==> src/rtl/uart_pkg.sv <==
// Shared definitions for the 8N1 serial link: frame constants, receiver
// state encoding and the bit-period helper used by both ends of the link.
package uart_pkg;

   localparam int DATA_BITS = 8;
   localparam int STATE_W   = 3;

   // Fixed 3-bit encodings so the transmitter and receiver agree on numbering
   localparam logic [STATE_W-1:0] ST_IDLE  = 3'd0;
   localparam logic [STATE_W-1:0] ST_START = 3'd1;
   localparam logic [STATE_W-1:0] ST_DATA  = 3'd2;
   localparam logic [STATE_W-1:0] ST_STOP  = 3'd3;
   localparam logic [STATE_W-1:0] ST_BREAK = 3'd4;

   typedef enum logic [STATE_W-1:0] {
      IDLE  = ST_IDLE,
      START = ST_START,
      DATA  = ST_DATA,
      STOP  = ST_STOP,
      BREAK = ST_BREAK
   } rxState_t;

   // Whole clock cycles per bit; truncation is deliberate, the mid-bit
   // sampling absorbs the resulting small rate error.
   function automatic int calcClksPerBit(input int clkFreq, input int baud);
      return clkFreq / baud;
   endfunction

endpackage

==> src/rtl/sync_2ff.sv <==
// Double-flop synchronizer for bringing asynchronous signals into the clock
// domain. The reset value is a parameter so idle-high lines come out of
// reset already at their idle level and do not look like an edge.
module sync_2ff #(
   parameter int               WIDTH     = 1,
   parameter logic [WIDTH-1:0] RESET_VAL = '1
) (
   input  logic             clk,
   input  logic             rst_n,
   input  logic [WIDTH-1:0] i_d,
   output logic [WIDTH-1:0] o_q
);

   logic [WIDTH-1:0] r_meta;
   logic [WIDTH-1:0] r_sync;

   // First flop may go metastable; the second gives it a full cycle to settle
   always_ff @(posedge clk or negedge rst_n) begin
      if (!rst_n) begin
         r_meta <= RESET_VAL;
         r_sync <= RESET_VAL;
      end else begin
         r_meta <= i_d;
         r_sync <= r_meta;
      end
   end

   assign o_q = r_sync;

endmodule

==> src/rtl/uart_rx.sv <==
// 8N1 serial receiver. Decodes frames from an idle-high line into bytes,
// holds one byte on a ready/valid output and flags framing errors and
// overruns with single-cycle pulses.
module uart_rx
   import uart_pkg::*;
#(
   parameter int CLK_FREQ = 100_000_000,
   parameter int BAUD     = 115200
) (
   input  logic                 clk,
   input  logic                 rst_n,
   input  logic                 rx,
   output logic [DATA_BITS-1:0] rx_data,
   output logic                 rx_valid,
   input  logic                 rx_ready,
   output logic                 frame_err,
   output logic                 overrun
);

   // Bit period must be at least 4 clocks for the half-bit start check to work
   localparam int CLKS_PER_BIT = calcClksPerBit(CLK_FREQ, BAUD);
   localparam int HALF         = CLKS_PER_BIT / 2;
   localparam int CNT_W        = $clog2(CLKS_PER_BIT);

   localparam logic [CNT_W-1:0] HALF_LAST = CNT_W'(HALF - 1);
   localparam logic [CNT_W-1:0] BIT_LAST  = CNT_W'(CLKS_PER_BIT - 1);
   localparam logic [2:0]       IDX_LAST  = 3'(DATA_BITS - 1);

   logic                 w_rxS;

   rxState_t             r_state;
   rxState_t             w_stateNext;
   logic [CNT_W-1:0]     r_cnt;
   logic [CNT_W-1:0]     w_cntNext;
   logic [2:0]           r_bitIdx;
   logic [2:0]           w_bitIdxNext;
   logic [DATA_BITS-1:0] r_shift;
   logic [DATA_BITS-1:0] w_shiftNext;
   logic                 w_goodByte;
   logic                 w_frameErr;

   sync_2ff #(
      .WIDTH     (1),
      .RESET_VAL (1'b1)
   ) u_sync (
      .clk   (clk),
      .rst_n (rst_n),
      .i_d   (rx),
      .o_q   (w_rxS)
   );

   // Frame-tracking registers: state, bit-time counter, bit index, shifter
   always_ff @(posedge clk or negedge rst_n) begin
      if (!rst_n) begin
         r_state  <= IDLE;
         r_cnt    <= '0;
         r_bitIdx <= '0;
         r_shift  <= '0;
      end else begin
         r_state  <= w_stateNext;
         r_cnt    <= w_cntNext;
         r_bitIdx <= w_bitIdxNext;
         r_shift  <= w_shiftNext;
      end
   end

   // Next-state logic; the counter free-runs within a bit and is cleared at
   // each sample point so every later sample lands one full bit further on
   always_comb begin
      w_stateNext  = r_state;
      w_cntNext    = r_cnt + CNT_W'(1);
      w_bitIdxNext = r_bitIdx;
      w_shiftNext  = r_shift;
      w_goodByte   = 1'b0;
      w_frameErr   = 1'b0;
      case (r_state)
         IDLE: begin
            w_cntNext = '0;
            if (!w_rxS) begin
               w_stateNext = START;
            end
         end
         START: begin
            if (r_cnt == HALF_LAST) begin
               w_cntNext = '0;
               if (!w_rxS) begin
                  w_stateNext  = DATA;
                  w_bitIdxNext = '0;
               end else begin
                  w_stateNext = IDLE;
               end
            end
         end
         DATA: begin
            if (r_cnt == BIT_LAST) begin
               w_cntNext             = '0;
               w_shiftNext[r_bitIdx] = w_rxS;
               if (r_bitIdx == IDX_LAST) begin
                  w_stateNext = STOP;
               end else begin
                  w_bitIdxNext = r_bitIdx + 3'd1;
               end
            end
         end
         STOP: begin
            if (r_cnt == BIT_LAST) begin
               w_cntNext = '0;
               if (w_rxS) begin
                  w_goodByte  = 1'b1;
                  w_stateNext = IDLE;
               end else begin
                  w_frameErr  = 1'b1;
                  w_stateNext = BREAK;
               end
            end
         end
         BREAK: begin
            w_cntNext = '0;
            if (w_rxS) begin
               w_stateNext = IDLE;
            end
         end
         default: begin
            w_cntNext   = '0;
            w_stateNext = IDLE;
         end
      endcase
   end

   // One-entry output buffer; a pop and a load in the same cycle keep valid
   // high with the new byte, a load into a full unpopped buffer is dropped
   always_ff @(posedge clk or negedge rst_n) begin
      if (!rst_n) begin
         rx_data   <= '0;
         rx_valid  <= 1'b0;
         frame_err <= 1'b0;
         overrun   <= 1'b0;
      end else begin
         frame_err <= w_frameErr;
         overrun   <= w_goodByte && rx_valid && !rx_ready;
         if (w_goodByte && (!rx_valid || rx_ready)) begin
            rx_data  <= r_shift;
            rx_valid <= 1'b1;
         end else if (rx_valid && rx_ready) begin
            rx_valid <= 1'b0;
         end
      end
   end

endmodule

==> config.mk <==
export PLATFORM = sky130hd
export DESIGN_NAME = uart_rx
export DESIGN_NICKNAME = d
export VERILOG_FILES = /design/src/rtl/uart_pkg.sv /design/src/rtl/sync_2ff.sv /design/src/rtl/uart_rx.sv
export SDC_FILE = /design/constraint.sdc
export NUM_CORES = 1
export LEC_CHECK = 0
export ABC_AREA = 1
export CAP_MARGIN = 20
export CORE_AREA = 2 2 63 65
export DETAILED_ROUTE_END_ITERATION = 7
export DIE_AREA = 0 0 65 67
export PLACE_DENSITY = 0.8
export SLEW_MARGIN = 20
export SYNTH_ARGS = -nofsm -noshare
export SYNTH_HDL_FRONTEND = slang
export SYNTH_SLANG_ARGS = --single-unit
==> constraint.sdc <==
create_clock -name clk -period 1.6 [get_ports clk]
set_input_delay 0.32 -clock clk [delete_from_list [all_inputs] [get_ports clk]]
set_output_delay 0.32 -clock clk [all_outputs]
set_load 0.01 [all_outputs]
==> flow_summary.yaml <==
run_status:
  status: "completed"
timing:
  min_period_ns: 1.52
  tns_ns: 0
  rsz0062_at_grt: "no"
  fin_skew_ns: 0.00516
  fmax_mhz: 658
  final_hold_viol_count: 0
  drv_slew: 0
  slew_headroom_pct: 70.2
  report.final.setup_viol: 0
  timing_worst_slew_pin_value_ns: 0.447
  period_share_pct: 95.0
setup_path:
  crit_end: "rx_data[6]"
  cp_data_required_time_ns: 1.28
  crit_type: "reg -> out"
  crit_path_top_delay_cell: "clkdlybuf4s50_1"
  cp-startpoint: "rx_data[6]"
  crit_arrival_ns: 1.20
  crit_buf_inv: 1
  critPathMaxStageDelay_ns: 0.54
  crit_chain: "clkdlybuf4s50_1"
  crit_path_max_fanout: 2
  crit_family: "buffers and inverters"
  r2r_end: "r_bitIdx[0]"
  start_kind: "flip-flop"
  ff2ff_setup_slack_ns: 0.12
  r2r.worst_path.cells: 7
  worst-path-stages: 1
  reg2reg_from: "r_bitIdx[0]"
  cp-end-kind: "output port"
yosys:
  syn_area_per_cell_um2: 8.40
  syn_nets: 242
  yosysTopAreaCell: "dfrtp_1"
  synth_area_leaders: "dfrtp_1, nand2_1, nand4_1"
  synth_area_um2: 1970
  synth_cells: 234
  ys_types: 30
  synth_seq_area_share_pct: 47.2
  yosysTopAreaCellShare_pct: 44.6
  ys.warnings.count: 0
  ys_seq_elements: 37
finish:
  drive_above_1_share_pct: 17.9
  final_common_cell: "nand2_1"
  fillers: 291
  synthToLayoutAreaGrowth_pct: 17.8
  final_nets: 270
  diodes: 0
  final_cell_mix: "nand2_1, dfrtp_1, nor2_1"
global_route:
  grtUsageTotal_pct: 18.6
  antenna_found_initial: 0
  grt_pass1_wl_mm: 6.12
  grt_overflow: 0
  grt_pass1_vias: 1467
  grt_max_degree: 38
cts:
  cts_sinks: 37
  hold_buffers: 0
  clk_pin_slew_ns: 0.07
  cts_max_path_buffers: 2
  cts_buffers: 5
  cts.htree.levels: 2
  insertion_delay_ns: 0.29
  cts.root.buffer_cell: "clkbuf_8"
  cts_tree: "done"
die:
  ios: 15
  core-area_um2: 3610
  floorplan.rows: 22
  start_util_pct: 54.5
  die_area_um2: 4360
  die_w_um: 65
  die_y_um: 67
run:
  maxCapViolCount: 0
power_and_ir_drop:
  p_total_uw: 1650
  p_leak_uw: 0.00115
  p_per_area_nw_per_um2: 713
  irDropWorstVdd_mv: 0.461
detailed_routing:
  drtIter0Drc: 60
  vias: 1557
  drt-pass1-iter-count: 4
  drc: 0
  viasPerCell: 5.01
  ant_nets: 0
  wirelength_mm: 3.44
  routedWlPerCell_um: 11.1
placement:
  dp_hpwl_mm: 2.54
  port_buffers: 14
  routabilityCongestion: 0.854
hold_path:
  hp-class: "in -> async"
area by class of cell:
class / count / area (µm²) / share of cell area [%]
well taps: 48 / 60.1 / 2.59
clock inverters: 2 / 13.8 / 0.595
clock buffers: 6 / 82.6 / 3.57
repair buffers: 24 / 210 / 9.08
flip-flops and latches: 37 / 931 / 40.2
multi-input cells: 169 / 920 / 39.7
inverters: 25 / 97.6 / 4.22
cells in the mapped netlist, drive strengths merged:
cell / count
nand2: 75
dfrtp: 35
nor2: 31
nand4: 25
inv: 24
nand3: 11
nor3: 8
o21ai: 6
xor2: 6
ha: 4
buf: 2
dfstp: 2
and2: 1
clkbuf: 1
clkinv: 1
nand3b: 1
xnor2: 1
per-layer routing:
layer	share of wire, %	vias up	global-route usage, %
met1	48	702	22.4
li1	-	815	-
met2	47	38	30.8
met4	0.79	0	7.18
met3	4.6	2	6.25
met5	0	-	0
flip-flops by register name (all words and copies together) (netlist names):
signal / count
rx_data: 8
rx_valid: 1
r_shift: 8
r_bitIdx: 3
r_state: 3
u_sync.r_meta: 1
r_cnt: 10
u_sync.o_q: 1
overrun: 1
frame_err: 1
power by group:
group          internal, µW  switching, µW  total [µW]
Sequential              939           3.76         943
Clock                   349            327         676
Combinational          8.35           23.7        32.0
kinds of logic (layout without fill, tap and decap cells):
family	after synthesis	after routing	synth area share [%]
AND/OR/NAND/NOR	152	152	39.6
adder cells (fa/ha/maj)	4	4	2.55
XOR/XNOR	7	7	3.12
AO/OA/AOI/OAI	6	6	1.53
buffers and inverters	28	57	5.98
flip-flops	37	37	47.2
per-stage QoR:
| stage | utilization (%) | instance area, µm² | hold slack [ns] | worst slack, ns | instances |
|---|---|---|---|---|---|
| 6_report | 64.2 | 2310 | 0.0551 | 0.0799 | 311 |
| 5_1_grt | 64.2 | 2310 | 0.0820 | 0.000744 | 311 |
| 4_1_cts | 63.7 | 2300 | 0.0631 | 0.0652 | 309 |
| 3_5_place_dp | 61.0 | 2200 | 0.351 | 0.0703 | 301 |
| 3_3_place_gp | 61.0 | 2200 | 0.346 | 0.133 | 301 |
| 2_1_floorplan | - | 1970 | 0.0244 | 0.147 | 234 |
worst min path at each step:
stage            endpoint  cells after the start     startpoint
2_1_floorplan   frame_err                      0          rst_n
3_3_place_gp   u_sync.o_q                      0  u_sync.r_meta
3_5_place_dp   u_sync.o_q                      0  u_sync.r_meta
4_1_cts        r_state[1]                      2          rst_n
5_1_grt        r_shift[4]                      2          rst_n
6_report       r_state[1]                      2          rst_n
timing repair:
item,CTS,global route
gates resized for setup,0,2
setup endpoints to repair,0,7
buffers inserted,0,2
No activity file was read; power rests on OpenSTA's default activity.
